<file path="config.mk">
export PLATFORM = sky130hd
export DESIGN_NAME = rst_stretch
export DESIGN_NICKNAME = d
export VERILOG_FILES = /design/src/rtl/rst_stretch.sv
export SDC_FILE = /design/constraint.sdc
export NUM_CORES = 1
export LEC_CHECK = 0
export CAP_MARGIN = 20
export CORE_MARGIN = 8
export CORE_UTILIZATION = 41
export DETAILED_ROUTE_END_ITERATION = 8
export DONT_BUFFER_PORTS = 1
export PLACE_DENSITY = 0.59
export SLEW_MARGIN = 5
export SYNTH_ARGS = -nofsm -noshare
export SYNTH_HDL_FRONTEND = slang
export SYNTH_SLANG_ARGS = --single-unit
export TNS_END_PERCENT = 30
</file>
<file path="constraint.sdc">
create_clock -name clk -period 2 [get_ports clk]
set_clock_uncertainty 0.2 [all_clocks]
set_input_delay 0.3 -clock clk [delete_from_list [all_inputs] [get_ports clk]]
set_output_delay 0.3 -clock clk [all_outputs]
set_load 0.05 [all_outputs]
</file>
<file path="src/rtl/rst_stretch.sv">
// rst_stretch: reset/flag stretcher; asserts asynchronously on i_rst and
// releases synchronously to clk after a synchronizer plus TICK-cycle hold.
module rst_stretch #(
   parameter int unsigned TICK        = 100_000,
   parameter int unsigned SYNC_STAGES = 2
) (
   input  logic clk,
   input  logic i_rst,
   output logic o_rst
);
   localparam int unsigned W = (TICK == 0) ? 1 : $clog2(64'(TICK) + 64'd1);
   localparam logic [W-1:0] LOAD = W'(TICK);
   // Power-on values make o_rst come up asserted without any i_rst pulse.
   logic [SYNC_STAGES-1:0] sync = '1;
   logic [W-1:0] cnt = LOAD;
   logic o_q = 1'b1;
   logic rel_n;
   assign rel_n = sync[SYNC_STAGES-1];
   assign o_rst = o_q;
   // With no hold count, release on the edge where the synchronizer drains.
   always_ff @(posedge clk or posedge i_rst)
      if (i_rst) begin
         sync <= '1;
         cnt  <= LOAD;
         o_q  <= 1'b1;
      end else begin
         sync <= {sync[SYNC_STAGES-2:0], 1'b0};
         cnt  <= rel_n ? LOAD : (cnt != '0 ? cnt - W'(1) : cnt);
         o_q  <= (TICK == 0) ? sync[SYNC_STAGES-2] : (rel_n || cnt > W'(1));
      end
endmodule

</file>
==> results.tsv <==
metric	value	unit
syn2layout_area_growth	18.85	%
timing.slew.headroom	49.57	%
total_power	0.9408	mW
die-area	0.004707	mm^2
min_from	sync[0]	
grt-ovfl-total	0	
synthesis.nets	119	
dpl_cell_area	0.001222	mm^2
fin_crit	1.906	ns
grt_pass1_vias	900	
diodes	0	
endpoint_kind	flip-flop	
synth_area_per_cell	9.955	um^2
numCtsBuffers	3	
arrival	1.94	ns
drc	0	
layout.nets	135	
io_buffers	0	
clk_path_buf_depth	2	
crit_start	cnt[2]	
ys_seq_elements	20	
drt_pass1_iterations	4	
die_x	68.61	um
seq_area_frac_synth	45.09	%
gp_congestion	0.7467	
synth_cell_types	42	
viasPerCell	5.494	
cp_slowest_stage_delay	0.43	ns
r2r-start	cnt[2]	
regArea	513.0	um^2
drv_slew	0	
gr-usage-all-layers	11.22	%
ir_drop	0.7561	mV
die_h	68.61	um
setup_viol_count_final	0	
htree_levels	1	
ios	3	
syn-cell-area	0.001135	mm^2
drive_gt1_share	34.88	%
grt_start_max_net_pins	21	
wire_per_inst	14.32	um
fmax	524.7	MHz
dr_total_vias	879	
setup.worst_path.class	flip-flop to flip-flop	
maxCapViolCount	0	
finalCritPeriodShare	95.30	%
cts_num_sinks	20	
fillers	255	
cts_tree	built	
antenna_found_initial	0	
clkTransAtPathRegs	0.12	ns
final_common_cell	buf_4	
required	2.03	ns
path_cells	nor4_4 -> buf_4 -> nand3_2 -> buf_4 -> or3_1 -> a21oi_1	
hp-class	flip-flop to flip-flop	
timing.critical_path.slowest_stage_cell	dfrtp_1	
postLayoutCoreUtil	50.21	%
yosys_warnings	0	
worst_setup_path_start_kind	flip-flop	
crit_path_frequent_cell	buf_4	
grt_pass1_wl	4.043	mm
ant_nets	0	
r2r_setup_slack	0.09	ns
critPathMaxFanout	5	
drtIter0Drc	27	
multi_input_area	610.6	um^2
initial_core_util	42.24	%
hold_viol	0	
p_leak	0.5196	nW
hpwl	1.588	mm
status	finished, final reports clean	
final_area	0.001349	mm^2
p_per_area	697.5	mW/mm^2
ctsRootBufferMaster	clkbuf_4	
core	0.002686	mm^2
worst_pin_slew	0.7556	ns
syn_inst	114	
wl	2.291	mm
clk_latency	0.30	ns
final_cell_mix	buf_4, nor2_1, nand2_1, dfrtp_1, dfstp_2	
rows	19	
## worst paths after layout
check / end / cells after the start
max in group asynchronous: cnt[8] / 2
worst min register to register: sync[1] / 0
worst max register to register: cnt[12] / 6
worst min-delay path: sync[1] / 0
worst max-delay path: cnt[12] / 6
min in group asynchronous: cnt[0] / 2
## sequential cells by signal, summed over array words and instances, names as in the netlist
name and count:
cnt 17, sync 2, o_rst 1
## through the flow
step,hold slack (ns),setup slack (ns),setup TNS (ns),instances
global placement,0.1487,0.04603,0,151
detailed placement,0.1510,-0.02947,-0.02947,151
global route,0.1768,-0.01209,-0.02130,160
CTS,0.1693,0.008615,0,157
finish,0.1677,0.09407,0,160
floorplan,0.05716,0.09738,0,114
## cells by family after synthesis
kind of cell	after synthesis	synth area share, %
AOI/OAI and AO/OA	21	12.57
adders and majority gates	3	3.308
buffers and inverters	8	3.638
DFF	20	45.09
muxes	4	3.749
other	1	0.3304
and+or+nand+nor	57	31.32
## routing by layer
| metal | GRT usage (%) | part of all wire [%] | up-vias | routed length (um) |
|---|---|---|---|---|
| li1 | - | - | 439 | - |
| met4 | 2.558 | 0.61 | 0 | 14 |
| met5 | 0 | 0 | - | 0 |
| met1 | 13.22 | 49 | 433 | 1129 |
| met3 | 4.039 | 2.4 | 2 | 56 |
| met2 | 19.05 | 48 | 5 | 1090 |
## where the power goes
group | leakage, nW | switching, mW | internal (mW)
clock | 0.0279 | 0.127 | 0.203
combinational | 0.250 | 0.0817 | 0.0683
sequential | 0.241 | 0.0265 | 0.435
total | 0.520 | 0.235 | 0.705
## cells in the mapped netlist
master,count,share of area (%)
dfstp_2,9,21
or2_1,1,0.55
mux2i_1,2,1.8
nand2_1,10,3.3
and3_1,1,0.55
or4_1,3,2.0
nand3b_1,1,0.66
mux2_1,1,0.99
or3_1,3,1.7
dfrtp_1,11,24
o211ai_1,2,1.3
ha_1,3,3.3
o311ai_0,1,0.77
a211oi_1,1,0.66
mux2_2,1,0.99
conb_1,1,0.33
nor4_1,3,1.7
o21ai_0,8,3.5
clkbuf_1,2,0.66
buf_6,1,0.99
nor4_4,2,3.7
nand3_1,4,1.8
nand2b_1,1,0.55
nor4_2,3,3.3
nor3b_1,1,0.66
or2_2,1,0.55
nor3_1,2,0.88
nor2b_1,5,2.8
o31a_1,1,0.77
a21bo_2,1,0.88
nor2_1,13,4.3
o22ai_1,2,1.1
inv_1,3,0.99
nand3_2,1,0.88
a211o_1,2,1.5
or4_4,1,0.99
o21a_1,1,0.66
nand2_2,1,0.55
clkinv_1,1,0.33
buf_4,1,0.66
a21oi_1,1,0.44
o311a_1,1,0.88
## critical path: cells and delay by family, from the launching register on
family,cells,cell delay [ns]
AO/OA/AOI/OAI,1,0.14
buffers and inverters,2,0.34
flip-flops,1,0.43
AND/OR/NAND/NOR,3,0.73
## cell type report
type / count / share of cell area [%]
multi-input cells: 86 / 45.27
flip-flops and latches: 20 / 38.03
repair buffers: 15 / 8.813
well taps: 31 / 2.876
clock inverters: 1 / 2.226
clock buffers: 3 / 1.670
inverters: 4 / 1.113
## what timing repair did
item | 4_1_cts | 5_1_grt
cloned | 0 | 0
setup endpoints to repair | 3 | 15
hold buffers | 1 | 0
pin swaps | 0 | 4
endpoints found under the hold margin | 11 | 0
gates resized for setup | 2 | 9
setup buffers | 1 | 3
Power figures use the tool's default switching activity.
==> variant 1 (same flow settings) <==
Reset style: synchronous (`i_rst`), changed in one clocked block. Comments in the files are not updated.
--- a/src/rtl/rst_stretch.sv
+++ b/src/rtl/rst_stretch.sv
@@ -18,7 +18,7 @@
    assign rel_n = sync[SYNC_STAGES-1];
    assign o_rst = o_q;
    // With no hold count, release on the edge where the synchronizer drains.
-   always_ff @(posedge clk or posedge i_rst)
+   always_ff @(posedge clk)
       if (i_rst) begin
          sync <= '1;
          cnt  <= LOAD;
Function: no difference found for any inputs over 10 cycles, from zero or initial values and one cycle with i_rst high; that may be too few to reach the edited logic, so the function may still have changed.
==> variant 1 against the original RTL <==
Final area decreased by 12%; first-iteration DRC count is 30% higher; sequential cell count stayed put; maximum frequency fell by 1.6%; setup slack worse by 0.031 ns; critical path depth decreased by 1; wire length is 4.8% lower; count of clock-buffer cells in the layout did not move; synthesized area fell by 14%; die area shrank 11%; critical endpoint is now cnt[6]$_SDFFE_PP0P_.
Power is not compared: it rests on default switching activity, and its combinational part moved more than twofold at a synthesized area within 25%.
==> variant 1: results (changes against the original RTL) <==
[critical_path]
cp.arrival_ns = 2.00  ; +0.06 ns
regToRegSetupSlack_ns = 0.06  ; -0.03 ns
rr_worst_depth = 5  ; -1
reg2reg_to = cnt[6]$_SDFFE_PP0P_

[synth]
synthCells = 105  ; -7.9%
async_flop_share_pct = 0  ; -100 points
synthTopCellsByCount = dfxtp_1 (20), nor2_1 (8), o31ai_1 (8), a21oi_1 (7)
synth_fa_ha_area_share_pct = 2.58  ; -0.73 points
synth-compound-area-share_pct = 18.6  ; +6.0 points
synth_area_leaders = dfxtp_1 (41%), o31ai_1 (6.2%), nor4_4 (4.4%)
synth_ff_type = dfxtp_1
synth_nets = 109  ; -8.4%
yosysSeqAreaShare_pct = 41.2  ; -3.9 points
synth-xor-area-share_pct = 0.902  ; +0.90 points

[global_routing]
met1_usage_pct = 13.4  ; +0.19 points
grt_max_degree = 13  ; -38%
grt_pass1_wl_mm = 3.59  ; -11%

[timing]
max_slew.worst_pin.slew_ns = 0.482  ; -0.274 ns
hold_slack_ns = 0.0416  ; -0.126 ns

[placement]
dp_worst_setup_slack_ns = -0.0188  ; +0.0107 ns
gp_congestion = 0.878  ; +18%
dp_hpwl_mm = 1.56  ; -1.7%
dpl_cell_area_sq_um = 1090  ; -11%

[routing]
first_pass_iters = 5  ; +1
drtIter0Drc = 35  ; +30%
wl_met2_microns = 970  ; -11%
met3_length_microns = 61  ; +8.9%

[outcome]
status = finished, final reports clean

[worst_hold_path]
hold_class = input port to register
min-delay-start = i_rst
min_path_cells = 3  ; +3

[layout]
instances_no_fill = 148  ; -7.5%
drive_gt1_share_pct = 30.8  ; -4.1 points
fill_cells = 215  ; -16%
final_nets = 125  ; -7.4%

[floorplanning]
dieArea_sq_um = 4180  ; -11%

==> variant 1: cell count changes after synthesis, sizes merged, moves of 3 or more <==
| cell | change |
|---|---|
| a21oi | +7 |
| dfrtp | -11 |
| dfstp | -9 |
| dfxtp | +20 |
| nand2 | -6 |
| nand2b | +3 |
| nor2 | -5 |
| nor2b | -5 |
| o21ai | -4 |
| o31ai | +8 |
| or3 | +3 |
==> variant 1: worst max-delay path, stage by stage, from the launching register on <==
cell     delay (ns)
dfxtp_1        0.34
inv_2          0.08
ha_4           0.16
or4b_4         0.48
or4_4          0.49
a21oi_2        0.13
==> variant 1: final cells by class <==
class                           instances  area share, %
Clock inverter                          1           2.52
Inverter                                2          0.630
Clock buffer                            3           1.89
Multi-Input combinational cell         81           49.6
Timing Repair Buffer                   13           8.72
Sequential cell                        20           33.7
Tap cell                               28           2.94
==> variant 1: worst max-delay path by stage <==
stage          slack [ns]                    to           startpoint
5_1_grt             -0.02  cnt[13]$_SDFFE_PP0P_  cnt[8]$_SDFFE_PP0P_
3_5_place_dp        -0.02   cnt[6]$_SDFFE_PP0P_  cnt[0]$_SDFFE_PP0P_
3_3_place_gp         0.04  cnt[10]$_SDFFE_PP1P_  cnt[0]$_SDFFE_PP0P_
6_report             0.06   cnt[6]$_SDFFE_PP0P_  cnt[0]$_SDFFE_PP0P_
4_1_cts              0.03   cnt[6]$_SDFFE_PP0P_  cnt[0]$_SDFFE_PP0P_
2_1_floorplan        0.08   cnt[6]$_SDFFE_PP0P_  cnt[0]$_SDFFE_PP0P_
==> variant 1: timing repair <==
| action | CTS | global route |
|---|---|---|
| resized for setup | 3 | 9 |
| setup buffers | 0 | 0 |
| endpoints found under the hold margin | 3 | 0 |
| endpoints found under the setup margin | 3 | 11 |
| hold buffers | 1 | 0 |
| pin swaps | 0 | 2 |
==> variant 2 (same flow settings) <==
Made on the original files. `SYNC_STAGES`: 2 -> 4.
--- a/src/rtl/rst_stretch.sv
+++ b/src/rtl/rst_stretch.sv
@@ -2,7 +2,7 @@
 // releases synchronously to clk after a synchronizer plus TICK-cycle hold.
 module rst_stretch #(
    parameter int unsigned TICK        = 100_000,
-   parameter int unsigned SYNC_STAGES = 2
+   parameter int unsigned SYNC_STAGES = 4
 ) (
    input  logic clk,
    input  logic i_rst,
Formal check against the unedited RTL: no difference found for any inputs over 10 cycles, from zero or initial values and one cycle with i_rst high; that may be too few to reach the edited logic, so the function may still have changed.
==> variant 2 against the original RTL <==
Synthesized area down 0.22%; power shrank 6.1%; final area decreased by 2.2%; wire length down 1.3%; global-route usage down 0.11 points; setup slack got worse by 0.022 ns; maximum frequency fell by 1.2%; sequential cell count is 2 higher; clock power is 26% lower; hold slack improved by 0.00051 ns; largest power group unchanged; highest routed layer unchanged.
==> variant 2: results (changes against the original RTL) <==
[routing]
wl_met2_mm = 1.12  ; +2.3%
wl_per_cell_microns = 14.4  ; +0.58%
met3_length_microns = 41  ; -27%
routed_via_density = 5.64  ; +2.6%
drtIter0Drc = 46  ; +70%
drt-met1-wl_mm = 1.07  ; -5.0%

[global_routing]
use_met3_pct = 2.26  ; -1.8 points
grt_pass1_wl_mm = 3.98  ; -1.5%
grt_max_degree = 23  ; +9.5%
grt_usage_pct = 11.1  ; -0.11 points
met1_usage_pct = 13.2  ; about the same
grt_pass1_vias = 894  ; -0.67%

[synth]
synth_nets = 116  ; -2.5%
yosysSeqAreaShare_pct = 49.8  ; +4.7 points
synth_area_leaders = dfstp_2 (26%), dfrtp_1 (24%), o21ai_0 (3.5%)
synthCells = 111  ; -2.6%
synthTopCellsByCount = dfrtp_1 (11), dfstp_2 (11), nor2_1 (10), o21ai_0 (8), a21oi_1 (7)
synth_cell_types = 37  ; -12%

[layout]
seq_share_pct = 42.8  ; +4.8 points
clock_buffers = 4  ; +1
layout.nonclk_buf_share_pct = 8.16  ; -0.65 points
multi_input_area_sq_um = 561  ; -8.2%
fill_cells = 245  ; -3.9%
num-multi-input-gates = 83  ; -3.5%
signal_buffers = 14  ; -1
inverters = 3  ; -1

[timing]
hold_slack_ns = 0.168  ; +0.000513 ns
clock.fmax_mhz = 519  ; -1.2%

[pwr]
p_leak_uw = 0.000513  ; -1.2%
ir_worst_vdd_mv = 0.410  ; -46%
p_per_area_nw_per_um2 = 670  ; -4.0%

[critical_path]
reg2reg_to = cnt[10]$_DFFE_PP1P_
rr_worst_depth = 5  ; -1
crit_fanout = 4  ; -1
cp.arrival_ns = 1.99  ; +0.05 ns

[placement]
gp_congestion = 0.734  ; -1.8%
dpl_cell_area_sq_um = 1250  ; +2.1%
dp_hpwl_mm = 1.62  ; +2.0%

[worst_hold_path]
min_to = sync[2]$_DFF_PP1_

[outcome]
status = finished, final reports clean

## variant 2: changes by cell type after synthesis, sizes merged, moves of 3 or more
cell / unedited run / this run
a21oi: 1 / 7
nand2: 11 / 6
nand3b: 1 / 4
nor2: 13 / 10
nor2b: 5 / 1
nor4: 8 / 5
o31ai: 0 / 4
## variant 2: logic make-up after synthesis
kind of cell | Yosys count | share of synthesized area, %
fa+ha+maj | 3 | 3.32
other cells | 1 | 0.331
simple gates | 52 | 29.2
mux | 2 | 1.88
buf+inv | 6 | 2.10
compound gates | 25 | 13.4
flops | 22 | 49.8
## variant 2: repair_timing
item | in CTS | in global routing
endpoints found under the hold margin | 22 | 0
setup endpoints to repair | 0 | 14
gates resized for setup | 0 | 4
setup buffers | 0 | 1
hold buffers | 1 | 0
## variant 2: power breakdown
group	total, uW	leakage (uW)	internal [uW]	switching [uW]
sequential	510	0.000264	478	32.0
combinational	128	0.000228	61.6	66.9
clock	245	0.0000210	111	134
total	883	0.000513	651	233
